<file path="src/rtl/dsp_pkg.sv">
// Shared constants and types for the DSP voice key-on/key-off sequencing logic.
package dsp_pkg;

  localparam int NUM_VOICES_DEF = 8;
  localparam int KON_DELAY_DEF  = 5;
  localparam int CTR_W          = 3;

  localparam logic [7:0] REG_KON  = 8'h4C;
  localparam logic [7:0] REG_KOFF = 8'h5C;
  localparam logic [7:0] REG_ENDX = 8'h7C;

  // Sample ticks alternate between a skip phase and a poll phase.
  typedef enum logic {
    PHASE_SKIP = 1'b0,
    PHASE_POLL = 1'b1
  } poll_phase_e;

endpackage

</file>
<file path="src/rtl/key_delay_ctr.sv">
// Per-voice key-on delay: holds busy while the envelope/BRR must stay frozen.
// Latency: busy rises 2 cycles after load and drops 1 cycle after the count reaches 0.
// Backpressure: none; load always wins over a same-cycle tick.
module key_delay_ctr
  import dsp_pkg::*;
#(
  parameter int DELAY = KON_DELAY_DEF
) (
  input  logic clk,
  input  logic reset,
  input  logic load,
  input  logic tick,
  output logic busy
);

  logic [CTR_W-1:0] ctr;

  always_ff @(posedge clk) begin
    if (reset) begin
      ctr  <= '0;
      busy <= 1'b0;
    end else begin
      if (load)
        ctr <= CTR_W'(DELAY);
      else if (tick && (ctr != '0))
        ctr <= ctr - 1'b1;
      busy <= (ctr != '0);
    end
  end

endmodule

</file>
<file path="src/rtl/dsp_key_scheduler.sv">
// Latches KON/KOFF/ENDX writes and polls them every second sample tick into key pulses.
// Latency: key_on/key_off are registered one cycle after the poll cycle, 1-cycle wide.
// Backpressure: none; CPU writes between polls accumulate, a write on the poll cycle waits.
module dsp_key_scheduler
  import dsp_pkg::*;
#(
  parameter int NUM_VOICES = NUM_VOICES_DEF,
  parameter int KON_DELAY  = KON_DELAY_DEF
) (
  input  logic                  clk,
  input  logic                  reset,
  input  logic                  cpu_en,
  input  logic                  exe_32khz,
  input  logic                  kon_wr,
  input  logic                  koff_wr,
  input  logic                  endx_wr,
  input  logic [NUM_VOICES-1:0] wdata,
  input  logic                  flg_reset,
  input  logic [NUM_VOICES-1:0] brr_end,
  output logic [NUM_VOICES-1:0] key_on,
  output logic [NUM_VOICES-1:0] key_off,
  output logic [NUM_VOICES-1:0] env_stop,
  output logic [NUM_VOICES-1:0] endx
);

  poll_phase_e           phase, phase_nxt;
  logic                  tick, poll;
  logic [NUM_VOICES-1:0] flg_mask, kon_pend, koff_reg;
  logic [NUM_VOICES-1:0] key_on_now, key_off_now;

  assign tick = cpu_en & exe_32khz;
  assign poll = tick & (phase == PHASE_POLL);

  always_comb begin
    phase_nxt = phase;
    if (tick)
      phase_nxt = (phase == PHASE_POLL) ? PHASE_SKIP : PHASE_POLL;
  end

  // Soft reset forces key-off on every voice and discards pending key-ons.
  assign flg_mask    = {NUM_VOICES{flg_reset}};
  assign key_on_now  = kon_pend & ~flg_mask;
  assign key_off_now = (koff_reg | flg_mask) & ~key_on_now;

  always_ff @(posedge clk) begin
    if (reset) begin
      phase    <= PHASE_SKIP;
      kon_pend <= '0;
      koff_reg <= '0;
      key_on   <= '0;
      key_off  <= '0;
      endx     <= '0;
    end else begin
      phase    <= phase_nxt;
      kon_pend <= (poll ? '0 : kon_pend) | (kon_wr ? wdata : '0);
      if (koff_wr)
        koff_reg <= wdata;
      key_on   <= poll ? key_on_now  : '0;
      key_off  <= poll ? key_off_now : '0;
      // Key-on clear beats a same-cycle BRR end; a CPU write clears everything.
      if (endx_wr)
        endx <= '0;
      else
        endx <= (endx | (cpu_en ? brr_end : '0)) & ~key_on;
    end
  end

  for (genvar v = 0; v < NUM_VOICES; v++) begin : g_voice
    key_delay_ctr #(
      .DELAY(KON_DELAY)
    ) u_delay (
      .clk  (clk),
      .reset(reset),
      .load (key_on[v]),
      .tick (tick),
      .busy (env_stop[v])
    );
  end

endmodule
</file>
<file path="config.mk">
export PLATFORM = sky130hd
export DESIGN_NAME = dsp_key_scheduler
export DESIGN_NICKNAME = d
export VERILOG_FILES = /design/src/rtl/dsp_pkg.sv /design/src/rtl/key_delay_ctr.sv /design/src/rtl/dsp_key_scheduler.sv
export SDC_FILE = /design/constraint.sdc
export NUM_CORES = 1
export LEC_CHECK = 0
export BUFFER_PORTS_ARGS = -buffer_cell sky130_fd_sc_hd__buf_2
export CORE_MARGIN = 4
export CORE_UTILIZATION = 54
export CTS_BUF_LIST = sky130_fd_sc_hd__clkbuf_16
export DETAILED_ROUTE_END_ITERATION = 8
export GPL_ROUTABILITY_DRIVEN = 0
export PLACE_DENSITY = 0.74
export SYNTH_ARGS = -nofsm -noshare
export SYNTH_HDL_FRONTEND = slang
export SYNTH_SLANG_ARGS = --single-unit
</file>
<file path="constraint.sdc">
create_clock -name clk -period 2.1 [get_ports clk]
set_input_delay 0.105 -clock clk [delete_from_list [all_inputs] [get_ports clk]]
set_output_delay 0.105 -clock clk [all_outputs]
set_load 0.02 [all_outputs]
</file>
# --- After elaboration in Yosys (flattened, before gate mapping) ---
# Cells that the tools add are included.
totals:
  inputBits: 24
  ff_bits: 73
  elab_cells: 104
op_classes:
  reduce_logical: 34
  n_bitwise: 12
  mux: 20
  n_addsub: 8
ops:
  columns: ["op", "n"]
  rows:
  - ["$mux 3", 16]
  - ["$and 8x8->8", 3]
  - ["$mux 8", 3]
  - ["$not 8->8", 3]
  - ["$or 8x8->8", 3]
  - ["$reduce_bool 3->1", 8]
  - ["$sub 3x1->3 const B", 8]
  - ["$reduce_or 2->1", 10]
  - ["$reduce_bool 2->1", 8]
  - ["$logic_and 1x1->1", 8]
  - ["$and 1x1->1", 2]
  - ["$mux 1", 1]
  - ["$not 1->1", 1]

# --- Longest topological paths before layout ---
depth:
  ltp_word: 4
  ltp_mapped: 7
  ltp_nobuf: 6

# --- Hierarchy ---
# A second synthesis with hierarchy kept.
unflattened:
  cells_unflattened: 273
  area_unflattened_um2: 3035.4
by_module_without_submodules:
  columns: ["mod", "area_per_inst_um2", "cells_each", "seq_area_each_um2", "instances"]
  rows:
  - ["key_delay_ctr", 207.7, 19, 80.1, 8]
  - ["dsp_key_scheduler", 1373.8, 121, 820.8, 1]

# --- Worst setup path after synthesis ---
# Ideal clock, no wire load.
synth_timing:
  path_kind: "register to register"
  startpoint: "register g_voice[4].u_delay.ctr[0]"
  endpoint: "register g_voice[4].u_delay.ctr[1]"
  stages_incl_launch_ff: 8
  period_less_slack_ns: 1.515
  arrival_ns: 1.411
  path_buffers: 1
  required_time_ns: 1.997
  path_slack_ns: 0.585
  path_cell_list: "dfxtp_1 -> inv_1 -> ha_1 -> ha_1 -> and3b_1 -> buf_2 -> nor2_1 -> a2111oi_2"
synth_between:
  elab_chain_len: 2
synth_lines:
  columns: ["item", "line_no", "source"]
  rows:
  - ["start: declaration", "key_delay_ctr.sv:16", "logic [CTR_W-1:0] ctr;"]
  - ["start signal: assignment", "key_delay_ctr.sv:24", "ctr <= CTR_W'(DELAY);"]
  - ["start signal: assignment", "key_delay_ctr.sv:26", "ctr <= ctr - 1'b1;"]
  - ["branches (longest 2 deep; another with $sub 3x1->3)", null, null]
# Parallel ways; which one is timed is not known.
# A chain may end at the register's enable or synchronous reset.

# --- Worst setup path in the final report ---
layout_timing:
  startpoint: "register g_voice[2].u_delay.ctr[0]"
  endpoint: "register g_voice[2].u_delay.ctr[1]"
layout_between:
  elab_chain_len: 2
layout_lines:
  columns: ["item", "line_no"]
  rows:
  - ["start: declaration", "key_delay_ctr.sv:16"]
  - ["start signal: assignment", "key_delay_ctr.sv:24"]
  - ["start signal: assignment", "key_delay_ctr.sv:26"]
  - ["branches (longest 2 deep; another with $sub 3x1->3)", null]
# Parallel ways; which one is timed is not known.

==> out/results.tsv <==
metric	value	unit
crit path cell chain	inv_1 -> ha_1 -> ha_1 -> and3b_1 -> nor2_2 -> a2111oi_2	
Yosys warning count	0	
worst hold path class	in2reg	
leakage	1.46	nW
first-pass GRT wire length	9.29	mm
Syn Inst Count	302	
Largest register FFs	24	
drt wl/cell	13.0	um
slowest stage delay, CP	360	ps
status	finished clean	
I/O pin cnt	56	
PortBufs	55	
worst r2r src	g_voice[2].u_delay.ctr[0]	
Setup Fix Bufs, Post-CTS	0	
initial antenna violation count	0	
RSZ-0062 raised after global routing	no	
clock skew	3.82	ps
slowest CP cell	and3b_1	
core box area	0.00524	mm2
CP Launch Point	g_voice[2].u_delay.ctr[0]	
WL final	5.32	mm
Post-Syn Nets	342	
top cell family by delay on the critical path	simple AND/OR/NAND/NOR gates	
largest family of logic cells by synthesized area	buffers and inverters	
Slew HR	64.1	%
CP Data Required Time	2320	ps
Most flops, register	g_voice.u_delay.ctr	
Pre-antenna DRT Iters	5	
area grow syn2layout	14.1	%
R2R Setup Slk	470	ps
reg2reg end	g_voice[2].u_delay.ctr[1]	
Worst-Margin Slew	537	ps
# rows	26	
top post-synthesis cells by area	dfxtp_1, ha_1, buf_4	
Min-Delay Endpoint	kon_pend[7]	
WHS Path Cells	2	
overall routing resource usage	18.4	%
post-synthesis sequential area ratio	49.0	%
DR vias	2059	
Fillers	446	
Synth area leader	dfxtp_1	
Crit path buffers/inverters	1	
Yosys reg bits	73	
post-synthesis mux area share	2.69	%
Setup TNS	0	ps
clock-pin slew on the worst setup and hold paths	50	ps
Distinct cells, synth	24	
crit path max fanout	5	
ant diodes	0	
Die Wd	82.3	um
Clock Tree Root	clkbuf_16	
top cell type's share of synthesized area	49.0	%
Pins Over Slew Limit	0	
TritonCTS buffer count	9	
Die Y	82.3	um
Initial Util	56.9	%
Vias/cell	5.03	
number of setup violations in the final report	0	
FMAX	612	MHz
Simple-Gate Fraction of Synth Area	12.5	%
worst path arrival time	1860	ps
Avg Inst Size Synth	9.87	um2
Pwr Density	904	mW/mm2
Hold Fails Final Rpt	0	
fin crit share	77.8	%
# clock sinks	73	
Final ANT Viol Nets	0	
CTS tree	yes	
Worst-Skew Late Latency	320	ps
Synth Area in Adders	6.71	%
GRT Residual Overflow	0	
CP endpoint kind	flop	
mapped cell area	0.00298	mm2
Worst Setup Path Type	reg2reg	
DR iter-0 viols	108	
CP most frequent cell	ha_1	
CP Launch Type	flop	
xor/xnor share of the synthesized area	2.64	%
nets@finish	374	
MaxCap Viol Count	0	
final core occ	65.0	%
post-layout min period	1630	ps
H-tree depth reported by CTS	3	
vias in the first global route	2081	
area of the die	0.00677	mm2
dpl hpwl	3.76	mm
HP Start	wdata[7]	
pin count of the biggest net entering global routing	23	
share of layout cells above drive strength 1	25.4	%
Max Root-Sink Buffers	2	
Peak VDD IR	0.000758	V
DRC viols	0	
Reg2Reg Depth	6	
Synth Area in Compound Gates	13.0	%
==> cell usage in the layout (no fill, tap or decap), drive strengths merged, types with 9 or more instances in the layout <==
cell type  instances
nor3              24
a21oi             24
clkbuf             9
nor2              33
inv               42
dfxtp             73
ha                16
buf               58
==> through the flow <==
stage,instances,setup slack (ps),power (W),hold WS [ps],cell area [um2]
2_1_floorplan,302,585,0.00163,231,2980
3_3_place_gp,392,524,0.00167,334,3110
3_5_place_dp,392,442,0.00168,337,3110
4_1_cts,409,435,0.00311,2.04,3400
5_1_grt,409,338,0.00321,2.10,3400
6_report,409,467,0.00308,11.0,3400
==> metal layers <==
layer,track usage (%),routed length (um),vias to the layer above
met5,0,0,-
met4,6.64,55,0
met3,7.48,328,6
met2,30.1,2490,47
met1,21.6,2450,949
li1,-,-,1057
==> synth_stat cells <==
cell        n
a2111oi_2   8
a21oi_1    24
a22o_1      8
a311oi_1    8
a31oi_1     1
and3b_1     8
buf_1       1
buf_2       7
buf_4      25
buf_6       1
clkbuf_1    4
dfxtp_1    73
ha_1       16
inv_1      40
mux2i_1     8
nand2_1     1
nand4b_4    1
nor2_1     26
nor2_2      7
nor2b_1     1
nor3_1     24
or2_2       1
xnor2_1     8
xor2_1      1
==> area by class of cell <==
type	instances	area, um2	share of cell area [%]
Tap cell	70	87.6	2.57
Clock buffer	9	225	6.62
Multi-Input combinational cell	151	1120	32.8
Timing Repair Buffer	59	308	9.04
Inverter	40	150	4.41
Sequential cell	73	1460	42.9
Clock inverter	7	53.8	1.58
==> logic make-up after synthesis <==
kind of cell	Yosys count
xor gates and xnor gates	9
DFF	73
adders and majority gates	16
muxes	8
AOI/OAI and AO/OA	49
and+or+nand+nor	69
buffers and inverters	78
==> worst max path at each step <==
| stage | to | slack, ps | cells after the start |
|---|---|---|---|
| finish | g_voice[2].u_delay.ctr[1] | 470 | 6 |
| global route | g_voice[2].u_delay.ctr[1] | 340 | 6 |
| CTS | g_voice[2].u_delay.ctr[1] | 440 | 6 |
| detailed placement | g_voice[3].u_delay.ctr[1] | 440 | 6 |
| global placement | g_voice[7].u_delay.ctr[1] | 520 | 6 |
| floorplan | g_voice[4].u_delay.ctr[1] | 590 | 7 |
==> repair_timing <==
action                    4_1_cts  5_1_grt
hold endpoints to repair        1        0
hold buffers                    1        0
resized for setup               0        0
==> power breakdown <==
group / leakage (nW) / switching [W] / total (W) / internal [W]
clock network: 0.144 / 0.000533 / 0.00143 / 0.000895
logic: 0.723 / 0.000114 / 0.000198 / 0.0000839
registers: 0.593 / 0.0000221 / 0.00145 / 0.00143
total: 1.46 / 0.000668 / 0.00308 / 0.00241
Note: power is estimated with default switching activity, not from simulation.
